$ cat src/rtl/mem_word_master.sv
// Bus initiator: turns one 8/16-bit load/store into one or two byte-wide memory cycles.
// Words are little-endian; the high byte lives at addr+1 (wrapping at 16'hFFFF).
module mem_word_master (
    input  logic        clk,
    input  logic        rst_n,
    input  logic        req,
    input  logic        we,
    input  logic        word,
    input  logic [15:0] addr,
    input  logic [15:0] wdata,
    output logic [15:0] rdata,
    output logic        busy,
    output logic        done,
    output logic [7:0]  mem_din,
    output logic [15:0] mem_addr,
    output logic        mem_read,
    output logic        mem_write,
    input  logic [15:0] mem_dout
);

    typedef enum logic [2:0] {
        StIdle,
        StRdLo,
        StRdHi,
        StWrLo,
        StWrHi,
        StDone
    } state_e;

    state_e      r_state;
    state_e      w_state_nxt;
    logic        r_word;
    logic [15:0] r_addr;
    logic [15:0] r_wdata;
    logic [15:0] r_rdata;
    logic [15:0] w_addr_inc;
    logic        w_unused_dout;

    assign w_addr_inc    = r_addr + 16'd1;
    assign w_unused_dout = ^mem_dout[15:8];
    assign rdata         = r_rdata;

    always_ff @(posedge clk or negedge rst_n) begin
        if (!rst_n) begin
            r_state <= StIdle;
        end else begin
            r_state <= w_state_nxt;
        end
    end

    always_comb begin
        w_state_nxt = r_state;
        unique case (r_state)
            StIdle: begin
                if (req) begin
                    w_state_nxt = we ? StWrLo : StRdLo;
                end
            end
            StRdLo:  w_state_nxt = r_word ? StRdHi : StDone;
            StRdHi:  w_state_nxt = StDone;
            StWrLo:  w_state_nxt = r_word ? StWrHi : StDone;
            StWrHi:  w_state_nxt = StDone;
            StDone:  w_state_nxt = StIdle;
            default: w_state_nxt = StIdle;
        endcase
    end

    always_comb begin
        busy      = (r_state != StIdle);
        done      = 1'b0;
        mem_read  = 1'b0;
        mem_write = 1'b0;
        mem_addr  = 16'h0000;
        mem_din   = 8'h00;
        unique case (r_state)
            StRdLo: begin
                mem_read = 1'b1;
                mem_addr = r_addr;
            end
            StRdHi: begin
                mem_read = 1'b1;
                mem_addr = w_addr_inc;
            end
            StWrLo: begin
                mem_write = 1'b1;
                mem_addr  = r_addr;
                mem_din   = r_wdata[7:0];
            end
            StWrHi: begin
                mem_write = 1'b1;
                mem_addr  = w_addr_inc;
                mem_din   = r_wdata[15:8];
            end
            StDone:  done = 1'b1;
            default: ;
        endcase
    end

    // Request fields are captured only on accept; rdata is touched only by read cycles.
    always_ff @(posedge clk or negedge rst_n) begin
        if (!rst_n) begin
            r_word  <= 1'b0;
            r_addr  <= 16'h0000;
            r_wdata <= 16'h0000;
            r_rdata <= 16'h0000;
        end else begin
            if (r_state == StIdle && req) begin
                r_word  <= word;
                r_addr  <= addr;
                r_wdata <= wdata;
            end
            if (r_state == StRdLo) begin
                r_rdata[7:0] <= mem_dout[7:0];
                if (!r_word) begin
                    r_rdata[15:8] <= 8'h00;
                end
            end
            if (r_state == StRdHi) begin
                r_rdata[15:8] <= mem_dout[7:0];
            end
        end
    end

endmodule

$ cat config.mk
export PLATFORM = sky130hd
export DESIGN_NAME = mem_word_master
export DESIGN_NICKNAME = d
export VERILOG_FILES = /design/src/rtl/mem_word_master.sv
export SDC_FILE = /design/constraint.sdc
export NUM_CORES = 1
export LEC_CHECK = 0
export ABC_AREA = 1
export CELL_PAD_IN_SITES_DETAIL_PLACEMENT = 1
export CELL_PAD_IN_SITES_GLOBAL_PLACEMENT = 2
export CORE_MARGIN = 3
export CORE_UTILIZATION = 25
export CTS_BUF_LIST = sky130_fd_sc_hd__clkbuf_8 sky130_fd_sc_hd__clkbuf_16
export CTS_CLUSTER_SIZE = 30
export DETAILED_ROUTE_END_ITERATION = 8
export PLACE_DENSITY_LB_ADDON = 0.25
export SLEW_MARGIN = 15
export SYNTH_ARGS = -nofsm -noshare
export SYNTH_HDL_FRONTEND = slang
export SYNTH_SLANG_ARGS = --single-unit
$ cat constraint.sdc
create_clock -name clk -period 1.64 [get_ports clk]
set_clock_uncertainty 0.15 [all_clocks]
set_input_delay 0.246 -clock clk [delete_from_list [all_inputs] [get_ports clk]]
set_output_delay 0.246 -clock clk [all_outputs]
set_load 0.01 [all_outputs]
## Yosys cells after proc, flatten, opt, wreduce, memory -nomap -nowiden

Cells that the tools add are included.

- Mux-type cells: 13
- Reductions and logical operators: 9
- Equality and inequality tests: 7
- Add/subtract/negate cells: 1

Operators with widths:

| operator | number |
|---|---|
| 16-bit case mux with 2 select lines | 1 |
| 16-bit by 1-bit adder with 16-bit output (second input constant) | 1 |
| 16-bit 2-to-1 mux | 1 |
| 8-bit 2-to-1 mux | 2 |
| 8-bit case mux with 2 select lines | 1 |
| 3-bit case mux with 4 select lines | 1 |
| 2-bit OR reduction | 4 |
| 3-bit by 2-bit equality test with 1-bit output (second input constant) | 2 |
| 3-bit equality test (second input constant) | 2 |
| 3-bit 2-to-1 mux | 2 |
| 1-bit 2-to-1 mux | 4 |
| 3-bit by 1-bit equality test with 1-bit output (second input constant) | 1 |
| 3-bit zero test | 1 |
| 3-bit nonzero test | 1 |
| 2-bit 2-to-1 mux | 1 |
| 2-bit by 1-bit inequality test with 1-bit output (second input constant) | 1 |
| 2-bit inequality test (second input constant) | 1 |
| 2-bit AND reduction | 1 |
| 2-bit nonzero test | 1 |
| 1-bit logical AND | 1 |

- Bits in registers: 52
- Output and inout port bits: 44
- Input bits: 53

## Logic depth before layout (Yosys ltp)

- Depth after elaboration: 3
- Depth in mapped cells: 8
- Mapped depth without buffers: 8

## Worst setup path before layout

OpenSTA, ideal clock, no wires.

- Path kind: register -> output
- From: register r_state[0]
- To: output port mem_addr[7]
- Data arrival time: 1.181 ns
- Cell stages (with the launch flop): 6
- Setup slack: 0.063 ns
- Path buffers: 0
- Data required time: 1.244 ns
- Path through: dfrtp_1 -> inv_2 -> nand3_4 -> nand2_4 -> nand2_1 -> o21ai_0

- Cells in the longest elaborated chain, start to end: 3
- Elaborated cells on any way between the ends: 7
- Classes of those cells: 4 x eq/ne; 1 x mux; 2 x reduce/logical

RTL lines:

| element | line | text |
|---|---|---|
| from (decl) | 30 | `state_e r_state;` |
| from (signal assigned) | 45 | `r_state <= StIdle;` |
| from (signal assigned) | 47 | `r_state <= w_state_nxt;` |
| 3-bit by 2-bit equality test with 1-bit output, or another cell as far along | 75 | `unique case (r_state)` |
| 2-bit OR reduction (no source line) | - |  |
| 16-bit case mux with 2 select lines * | 75 |  |
| to (decl) | 15 | `output logic [15:0] mem_addr,` |

Mark *: on every way between the ends. The rest lies on a longest branch, timed or not.

## Final worst setup path

- From: register r_state[1]
- To: output port mem_addr[11]

The elaborated chain is that of the path after synthesis.

==> flow_summary.ini <==
[synth]
synth-async-reset-ratio_pct = 100
synth_edf_count = 0
ys_ff_latch = 52
synthFlopType = dfrtp_1
syn_area_per_cell_um2 = 7.69
seq_area_frac_synth_pct = 45.8
netlist_area_um2 = 2840
synthCells = 369
synth_top_area_share_pct = 45.8
yosysTopAreaCell = dfrtp_1
synth_common_cells = 119 x nand2_1, 67 x nand3_1, 52 x dfrtp_1
synth.most_common_cell = nand2_1
synthesis.nets = 423
synthTopCellsByArea = dfrtp_1 46%, nand2_1 16%, nand3_1 12%
ys_warn_count = 0
yosysUniqueCellTypes = 27

[global_route]
grt_max_degree = 53
antenna_found_initial = 0
overflow = 0
grt_pass1_wl_um = 17100
first_global_vias = 3380
track_usage_pct = 16.6

[clock_network]
cts.htree.levels = 2
clock_latency_ns = 0.29
cts_made_buffers = 5
cts_sinks = 52
cts_buffer_depth = 2
cts_tree = yes
clk_pin_slew_ns = 0.07
cts-root-buf = clkbuf_16

[sta]
tightest_slew_ns = 0.365
drv_slew = 0
slew_headroom_pct = 75.6
finalSetupViolations = 61
whs_ns = 0.329
period_minus_slack_ns = 2.05
fmaxAchievable_mhz = 488
rsz0062_at_grt = true
period_share_pct = 125
hold_viol = 0
setup_tns_ns = -12.20
fin_ws_ns = -0.409

[placed_design]
dp_hpwl_um = 7000
gp_congestion = 0.806
port_buffers = 88

[floorplanning]
initial_core_util_pct = 25.8
die_x_um = 113
num_rows = 38
die-area_um2 = 12700
fp.dieH_um = 113
core_area_um2 = 11000
io_pins = 97

[final_layout]
drive_gt1_share_pct = 47.8
n_antenna_cell = 0
area_delta_synth_final_pct = 92.1
nNetsFinal = 586

[detailed_routing]
drt.antenna.violating_nets = 0
drc = 0
dr.pass1.iters = 4
vias = 3145
first_iter_violations = 89
drt-wirelength-per-cell_um = 16.9
routed_via_density = 4.67
wl_um = 11400

[worst_setup_path]
critPathArrivalTime_ns = 1.65
worstPathMaxFanout = 7
crit_type = register to primary output
critPathCaptureType = primary output
critPathLaunchType = register
worstPathRequired_ns = 1.24

[power]
power_mw = 10.7
power_density_nw_per_um2 = 1970
irDropWorstVdd_uv = 710
p_leak_nw = 2.59

[run_status]
run_status = complete, but fails checks
violations = setup timing

[job]
maxCapViolations = 0

[min_path]
hold_path.class = primary input to async pin
## cells by family after synthesis
logic type / count (synthesis) / share of synthesized area, %
DFF: 52 / 45.8
and+or+nand+nor: 228 / 36.8
buffers and inverters: 45 / 7.98
AOI/OAI and AO/OA: 43 / 8.99
adders and majority gates: 1 / 0.441
## worst max-delay path, stage by stage, from the launching register on
cell and delay [ns]:
dfrtp_2 0.50, buf_12 0.14, nand3_4 0.18, nand2_8 0.18, buf_6 0.11, nand3_1 0.07, nand2_1 0.06, buf_2 0.12
## registers in the layout (all words and copies together), names as in the netlist
signal	flops
r_state	3
r_word	1
r_addr	16
rdata	16
r_wdata	16
## per-stage QoR
step                      util [%]  worst slack [ns]  area [um2]  std cells
after global routing          49.6            -0.469        5450        673
after CTS                     43.6            -0.364        4790        664
final                         49.6            -0.409        5450        673
after detailed placement      38.2            -0.580        4200        630
after global placement        38.2            -0.508        4200        630
after floorplan                  -            0.0633        2840        369
## per-layer routing
metal / wire (um) / track usage [%] / vias to the layer above
met1: 4660 / 20.5 / 1557
met2: 6230 / 30.2 / 54
met3: 375 / 2.86 / 6
met4: 91 / 3.45 / 0
met5: 0 / 0 / -
li1: - / - / 1528
## worst paths after layout
check	startpoint	endpoint	slack [ns]	cells after the start
worst min-delay path	rst_n	r_addr[15]	0.33	3
worst min register to register	r_wdata[13]	r_wdata[13]	0.34	2
min in group clk	r_wdata[13]	r_wdata[13]	0.34	2
max in group asynchronous	rst_n	r_addr[3]	0.75	3
worst max-delay path	r_state[1]	mem_addr[11]	-0.41	7
worst max register to register	r_state[0]	r_addr[14]	-0.15	10
## cells in the final DEF, fill, tap and decap left out, types with 2 or more instances in the layout
cell type	synthesis	layout
nor2_2	0	3
nor2_1	27	11
nor2_4	0	13
nor2_8	2	2
buf_8	0	2
dfrtp_2	0	5
a21oi_1	13	5
inv_4	1	2
buf_6	4	28
a21oi_2	0	8
o21ai_2	8	13
nand2_4	5	24
buf_12	0	9
nand2_2	0	32
nand3_1	67	47
o21ai_1	2	4
nand2_8	0	6
buf_4	5	46
clkdlybuf4s50_1	0	56
o21ai_0	16	9
nand4_1	4	4
clkbuf_8	0	2
inv_1	25	24
nand3_4	1	5
dfrtp_1	52	47
buf_2	4	21
nand3_2	1	17
o21bai_1	2	2
dlymetal6s2s_1	0	3
clkbuf_16	0	10
nand2_1	119	64
## where the power goes
part / switching [mW] / total, mW / leakage [nW] / internal, mW
combinational: 3.49 / 6.94 / 1.87 / 3.45
clock: 0.485 / 1.29 / 0.0901 / 0.805
sequential: 0.609 / 2.49 / 0.632 / 1.88
## area by class of cell
type	instances	area, um2
clock inverter	1	30.0
sequential	52	1310
multi-input combinational	274	1960
inverter	28	123
clock buffer	7	153
timing repair buffer	171	1710
tap	140	175
fill	1251	5530
## what timing repair did
action | 4_1_cts | 5_1_grt
cloned | 3 | 6
resized for setup | 194 | 136
hold buffers | 1 | 0
buffers inserted | 22 | 9
setup endpoints to repair | 35 | 75
endpoints found under the hold margin | 52 | 0
pin swaps | 33 | 33
Note: power is estimated with default switching activity, not from simulation.
